**src/rtl/frame_sequencer.sv**
```systemverilog
// frame_sequencer: collects UART characters into a fixed-size frame and hands
// the frame to a coprocessor. It then latches the coprocessor result, starts the
// UART transmitter and waits for the transmitter to drain before it accepts the
// next frame.
//
// Parameters:
//   FRAME_BYTES  bytes per frame (2..32)
//   DBITS        bits per UART character
//   GAP_CYCLES   inter-byte timeout in clk cycles (>= 2)
//
// Ports:
//   clk, reset             rising-edge clock, synchronous active-high reset
//   rx_valid, rx_byte      one-cycle character strobe and character
//   cp_din, cp_din_valid   assembled frame and its one-cycle completion pulse
//   cp_dout, cp_dout_valid coprocessor result and its one-cycle strobe
//   tx_frame, tx_start     latched result and one-cycle transmit trigger
//   tx_busy                transmitter still draining
//   byte_count             bytes collected in the current frame
//   busy                   high whenever a new byte cannot be accepted (not COLLECT)
//   overrun                sticky: a byte was dropped; cleared only by reset
//
// Build option: define FRAME_SEQ_GAP_TIMEOUT_EN to discard a partial frame after
// GAP_CYCLES idle cycles between bytes. Without it a partial frame waits forever.
module frame_sequencer #(
  parameter int unsigned FRAME_BYTES = 16,
  parameter int unsigned DBITS       = 8,
  parameter int unsigned GAP_CYCLES  = 1_000_000
) (
  input  logic                         clk,
  input  logic                         reset,
  input  logic                         rx_valid,
  input  logic [DBITS-1:0]             rx_byte,
  output logic [FRAME_BYTES*DBITS-1:0] cp_din,
  output logic                         cp_din_valid,
  input  logic [FRAME_BYTES*DBITS-1:0] cp_dout,
  input  logic                         cp_dout_valid,
  output logic [FRAME_BYTES*DBITS-1:0] tx_frame,
  output logic                         tx_start,
  input  logic                         tx_busy,
  output logic [5:0]                   byte_count,
  output logic                         busy,
  output logic                         overrun
);

  localparam int unsigned FrameW    = FRAME_BYTES * DBITS;
  localparam logic [5:0]  FullCount = 6'(FRAME_BYTES);

  if (FRAME_BYTES < 2 || FRAME_BYTES > 32) begin : g_bad_frame_bytes
    $error("frame_sequencer: FRAME_BYTES must be in 2..32");
  end
  if (GAP_CYCLES < 2) begin : g_bad_gap_cycles
    $error("frame_sequencer: GAP_CYCLES must be at least 2");
  end

  typedef enum logic [2:0] {
    StCollect,
    StIssue,
    StWaitCp,
    StSend,
    StDrain
  } state_e;

  state_e            state_q, state_d;
  logic [5:0]        count_q, count_d;
  logic [5:0]        count_eff;
  logic [FrameW-1:0] frame_q, frame_d;
  logic [FrameW-1:0] result_q, result_d;
  logic              din_valid_q, din_valid_d;
  logic              start_q, start_d;
  logic              overrun_q, overrun_d;
  logic              armed_q, armed_d;

`ifdef FRAME_SEQ_GAP_TIMEOUT_EN
  localparam int unsigned GapW = $clog2(GAP_CYCLES);

  logic [GapW-1:0] gap_q, gap_d;
  logic            in_window;
  logic            gap_timeout;

  // Idle cycles since the last stored byte, only while a partial frame exists.
  always_comb begin
    in_window   = (state_q == StCollect) && (count_q != '0) && (count_q < FullCount);
    gap_timeout = in_window && (gap_q == GapW'(GAP_CYCLES - 1));
    gap_d       = '0;
    if (in_window && !gap_timeout && !rx_valid) begin
      gap_d = gap_q + GapW'(1);
    end
  end

  always_ff @(posedge clk) begin
    if (reset) begin
      gap_q <= '0;
    end else begin
      gap_q <= gap_d;
    end
  end

  // A timeout discards the partial frame; a byte arriving on that same cycle
  // becomes byte 0 of the next frame.
  assign count_eff = gap_timeout ? '0 : count_q;
`else
  assign count_eff = count_q;
`endif

  always_comb begin
    state_d     = state_q;
    count_d     = count_q;
    frame_d     = frame_q;
    result_d    = result_q;
    din_valid_d = 1'b0;
    start_d     = 1'b0;
    overrun_d   = overrun_q;
    armed_d     = armed_q;

    unique case (state_q)
      StCollect: begin
        count_d = count_eff;
        if (rx_valid) begin
          if (count_eff < FullCount) begin
            frame_d[32'(count_eff) * DBITS +: DBITS] = rx_byte;
            count_d = count_eff + 6'd1;
          end else begin
            // Frame already full and waiting to issue: nowhere to put the byte.
            overrun_d = 1'b1;
          end
        end
        if (count_q == FullCount) begin
          state_d     = StIssue;
          din_valid_d = 1'b1;
        end
      end
      StIssue: begin
        count_d = '0;
        state_d = StWaitCp;
      end
      StWaitCp: begin
        if (cp_dout_valid) begin
          result_d = cp_dout;
          state_d  = StSend;
        end
      end
      StSend: begin
        start_d = 1'b1;
        armed_d = 1'b0;
        state_d = StDrain;
      end
      StDrain: begin
        // armed_q keeps the first DRAIN cycle (the tx_start cycle) from exiting,
        // giving the transmitter a cycle to raise tx_busy.
        armed_d = 1'b1;
        if (armed_q && !tx_busy) begin
          state_d = StCollect;
        end
      end
      default: state_d = StCollect;
    endcase

    if (rx_valid && (state_q != StCollect)) begin
      overrun_d = 1'b1;
    end
  end

  always_ff @(posedge clk) begin
    if (reset) begin
      state_q     <= StCollect;
      count_q     <= '0;
      frame_q     <= '0;
      result_q    <= '0;
      din_valid_q <= 1'b0;
      start_q     <= 1'b0;
      overrun_q   <= 1'b0;
      armed_q     <= 1'b0;
    end else begin
      state_q     <= state_d;
      count_q     <= count_d;
      frame_q     <= frame_d;
      result_q    <= result_d;
      din_valid_q <= din_valid_d;
      start_q     <= start_d;
      overrun_q   <= overrun_d;
      armed_q     <= armed_d;
    end
  end

  assign cp_din       = frame_q;
  assign cp_din_valid = din_valid_q;
  assign tx_frame     = result_q;
  assign tx_start     = start_q;
  assign byte_count   = count_q;
  assign busy         = (state_q != StCollect);
  assign overrun      = overrun_q;

endmodule
```
**config.mk**
```make
export PLATFORM = sky130hd
export DESIGN_NAME = frame_sequencer
export DESIGN_NICKNAME = d
export VERILOG_FILES = /design/src/rtl/frame_sequencer.sv
export SDC_FILE = /design/constraint.sdc
export NUM_CORES = 1
export LEC_CHECK = 0
export ABC_AREA = 0
export CAP_MARGIN = 20
export CORE_UTILIZATION = 40
export DETAILED_ROUTE_END_ITERATION = 7
export GPL_TIMING_DRIVEN = 0
export HOLD_SLACK_MARGIN = 0.06
export PLACE_DENSITY = 0.75
export SLEW_MARGIN = 20
export SYNTH_ARGS = -nofsm -noshare
export SYNTH_HDL_FRONTEND = slang
export SYNTH_SLANG_ARGS = --single-unit
export TNS_END_PERCENT = 30
```
**constraint.sdc**
```tcl
create_clock -name clk -period 3.4 [get_ports clk]
set_input_delay 1.02 -clock clk [delete_from_list [all_inputs] [get_ports clk]]
set_output_delay 1.02 -clock clk [all_outputs]
set_load 0.005 [all_outputs]
```
# Yosys cells after proc, flatten, opt, wreduce, memory -nomap -nowiden
# Cells that the tools add are included.
classes:
  addsub: 2
  n_bitwise: 1
  n_lt_le_gt_ge: 1
  n_shift: 2
  n_eq_ne: 11
  reduce_logical: 15
  mux: 15
op_table:
  columns: ["operator", "count"]
  rows:
  - ["128-bit bitwise mux", 1]
  - ["8-bit by 34-bit variable shift with 128-bit output (first input constant)", 1]
  - ["8-bit by 34-bit indexed part select with 128-bit output", 1]
  - ["9-bit negator with 34-bit output", 1]
  - ["3-bit case mux with 5 select lines", 1]
  - ["6-bit two-way mux", 2]
  - ["6-bit case mux with 2 select lines", 1]
  - ["3-bit AND reduction", 4]
  - ["2-bit inequality test (second input constant)", 5]
  - ["3-bit two-way mux", 3]
  - ["2-bit nonzero test", 4]
  - ["6-bit by 1-bit adder with 6-bit output (second input constant)", 1]
  - ["3-bit by 2-bit equality test with 1-bit output (second input constant)", 2]
  - ["6-bit by 5-bit equality test with 1-bit output (second input constant)", 1]
  - ["6-bit by 5-bit < comparator with 1-bit output (second input constant)", 1]
  - ["1-bit two-way mux", 6]
  - ["3-bit by 1-bit equality test with 1-bit output (second input constant)", 1]
  - ["3-bit equality test (second input constant)", 1]
  - ["3-bit zero test", 1]
  - ["3-bit nonzero test", 1]
  - ["1-bit logical AND", 2]
  - ["2-bit by 1-bit inequality test with 1-bit output (second input constant)", 1]
  - ["1-bit case mux with 2 select lines", 1]
  - ["2-bit AND reduction", 1]
  - ["3 further kinds", 3]
word_totals:
  reg_bits: 269
  in_bits: 141
  output_inout_bits: 266
  word_cells: 55

# Longest topological paths before layout
logic_depth:
  word_depth: 5
  ltp_mapped: 10
  ltp_nobuf: 7

# Worst setup path after synthesis
# No wires, ideal clock.
synth_path:
  path_type: "in2reg"
  startpoint: "input port rx_valid"
  endpoint: "register frame_q[12], in the netlist cp_din[12]"
  arrival_time_ns: 2.731
  setup_ns: 0.130
  t_required_ns: 3.270
  cell_stages: 6
  path_buffers: 1
  path_slack_ns: 0.538
  cell_sequence: "or3b_2 -> or4b_4 -> nor2b_1 -> buf_2 -> nand4_2 -> mux2i_1"
synth_via:
  elab_chain_cells: 1
synth_lines:
  columns: ["element", "line_no", "text"]
  rows:
  - ["start: declaration", "31", "input logic rx_valid,"]
  - ["3-bit AND reduction (no line)", null, null]
  - ["end signal: assignment", "176", "frame_q <= frame_d;"]
  - ["end: declaration", "66", "logic [FrameW-1:0] frame_q, frame_d;"]
# No other way between the ends.
# A chain may end at the register's enable or synchronous reset.

# Final worst setup path
layout_path:
  startpoint: "input port rx_valid"
  endpoint: "register frame_q[48], in the netlist cp_din[48]"
# The elaborated chain is that of the path after synthesis.

==> impl_metrics.csv <==
group,metric,value,unit
status,status,"completed",
timing,hold_slack,453,ps
worst_hold_path,hp-class,"flip-flop to flip-flop",
clock_network,cts.clk_slew.worst_paths,60,ps
synth,yosysTopAreaCell,"dfxtp_1",
synth,ys_types,50,
setup_path,crit_arrival,3530,ps
power,vdd_ir_drop_max,0.000334,V
global_routing,antenna_found_initial,0,
setup_path,crit_end,"cp_din[48]",
route,wirelength,34.5,mm
global_routing,first_global_vias,9524,
clock_network,cts_tree,"built",
timing,setup_tns,0,ps
global_routing,overflow,0,
timing,worstMarginPinSlew,788,ps
power,p_leak,5.81,nW
route,wl_per_cell,17.6,µm
synth,ys_seq_area_share,52.1,%
setup_path,rr_startpoint,"byte_count[0]",
route,drt_iter0_drc,510,
synth,async_flop_share,0,%
timing,grt_setup_unrepaired,"false",
setup_path,crit_required,3810,ps
global_routing,grt_pass1_wl,52.3,mm
setup_path,r2r_cells,9,
route,num_vias,9785,
timing,clock_skew,5.40,ps
synth,synth_nets,1319,
clock_network,cts_max_level,1,
synth,ys_warn_count,0,
setup_path,crit_type,"primary input to flip-flop",
floorplanning,coreArea,25300,µm²
route,viasPerCell,4.99,
timing,final_hold_viol_count,0,
timing,slew_viol_final,0,
synth,avgSynthCellArea,8.80,µm²
synth,synth-seq-cells,269,
finish,synthToLayoutAreaGrowth,51.4,%
route,drtPass1Iterations,5,
synth,synth_edf_count,0,
placement,port_buffers,405,
setup_path,crit_start,"rx_valid",
finish,diodes,0,
finish,drive_gt1_share,4.05,%
placement,dp_hpwl,25.9,mm
floorplanning,start_util,41.0,%
timing,period_needed,3130,ps
timing,min_period_over_period,91.9,%
finish,fin_nets,1755,
clock_network,cts.path.max_buffers,3,
run,drv_cap,0,
power,power_density,414,nW/µm²
setup_path,r2r_slack,340,ps
synth,synthTopCellsByArea,"dfxtp_1, nand2_1, mux2i_1, a21oi_1, nand2b_1",
finish,final_cell_mix,"clkdlybuf4s50_1, nand2_1, dfxtp_1",
timing,setup_viol,0,
finish,fillers,2204,
timing,max-slew-margin-rel,47.5,%
route,drc,0,
global_routing,grt_max_degree,15,
route,drtAntennaViolNets,0,
setup_path,worstReg2RegEnd,"cp_din[68]",
floorplanning,num_io_pins,407,
setup_path,crit_fanout,10,
clock_network,clockRootBuffer,"clkbuf_16",
placement,routabilityCongestion,0.888,
synth,syn_area,10300,µm²
floorplanning,rows,58,
floorplanning,die_w,163,µm
floorplanning,dieArea,26500,µm²
setup_path,end_kind,"flip-flop",
synth,synth_flop_cell,"dfxtp_1",
clock_network,clock_sinks,269,
clock_network,postCtsHoldBufs,0,
global_routing,grt_usage,25.3,%
floorplanning,die_height,163,µm
finish,final_common_cell,"clkdlybuf4s50_1",
synth,syn-instance-count,1175,
setup_path,crit_path_start_kind,"primary input",
clock_network,cts_inserted_buffers,29,
clock_network,insertion_delay,540,ps
synth,synth_top_area_share,52.1,%
timing,fmax,320,MHz
[cell type report]
| cell class | count | area, µm² | share of cell area, % |
|---|---|---|---|
| Tap cell | 330 | 413 | 2.64 |
| Clock inverter | 3 | 21.3 | 0.136 |
| Buffer | 96 | 390 | 2.49 |
| Sequential cell | 269 | 5390 | 34.4 |
| Inverter | 5 | 18.8 | 0.120 |
| Multi-Input combinational cell | 805 | 4550 | 29.1 |
| Timing Repair Buffer | 405 | 4050 | 25.9 |
| Clock buffer | 47 | 823 | 5.26 |
[synth_stat cells (9+ instances only)]
cell	n
or3_1	31
o21ai_0	45
nor2_1	22
a21oi_1	133
dfxtp_1	269
nand3b_1	9
nand2b_1	94
clkbuf_1	74
nand2_1	272
nor2b_1	27
buf_2	12
mux2i_1	96
[stage by stage]
step | area, µm² | setup WS (ps) | total power [W] | instances | utilization [%]
finish | 15700 | 275 | 0.00649 | 1960 | 62.0
global route | 15700 | 80.0 | 0.00671 | 1960 | 62.0
CTS | 15700 | 210 | 0.00653 | 1960 | 62.0
detailed placement | 14800 | -264 | 0.00368 | 1910 | 58.6
global placement | 14800 | -258 | 0.00367 | 1910 | 58.6
floorplan | 10300 | 538 | 0.00342 | 1175 | -
[how the worst min path moves through the flow]
| stage | startpoint | to | slack [ps] | cells after the start |
|---|---|---|---|---|
| CTS | tx_frame[84] | tx_frame[84] | 450 | 2 |
| detailed placement | tx_frame[96] | tx_frame[96] | 450 | 2 |
| finish | tx_frame[111] | tx_frame[111] | 450 | 2 |
| global route | tx_frame[89] | tx_frame[89] | 470 | 2 |
| global placement | tx_frame[26] | tx_frame[26] | 440 | 2 |
| floorplan | armed_q | armed_q | 450 | 2 |
[logic make-up after synthesis]
kind of cell             synth area share [%]
adder cells (fa/ha/maj)                 0.363
XOR/XNOR                                0.593
flip-flops                               52.1
buffers and inverters                    3.96
AO/OA/AOI/OAI                            10.6
AND/OR/NAND/NOR                          23.1
multiplexers                             9.29
[what timing repair did]
action,4_1_cts,5_1_grt
resized for setup,0,1
buffers inserted,0,0
setup endpoints to repair,0,16
[power by group]
| part | leakage (nW) | internal (W) | switching [W] |
|---|---|---|---|
| logic | 3.23 | 0.000229 | 0.000215 |
| registers | 2.17 | 0.00316 | 0.00000826 |
| clock network | 0.405 | 0.00164 | 0.00124 |
[layer usage]
metal  global-route usage (%)  share of wire [%]  vias up
met1                     28.3                 38     4587
met3                     6.09                7.0       81
met4                     10.2                4.4        0
met2                     45.7                 51      337
met5                        0                  0        -
li1                         -                  -     4780
[sequential cells by signal (all words and copies together), names as in the netlist]
name          cells
tx_start          1
armed_q           1
overrun           1
byte_count        6
state_q           3
cp_din          128
cp_din_valid      1
tx_frame        128
[worst max-delay path, cell delays in order]
cell and delay (ps):
clkdlybuf4s50_1 500, or3b_2 510, or4b_4 540, or2_0 230
buf_2 170, clkbuf_1 230, o21ai_0 220, o21ai_0 120
No activity file was read; power rests on OpenSTA's default activity.
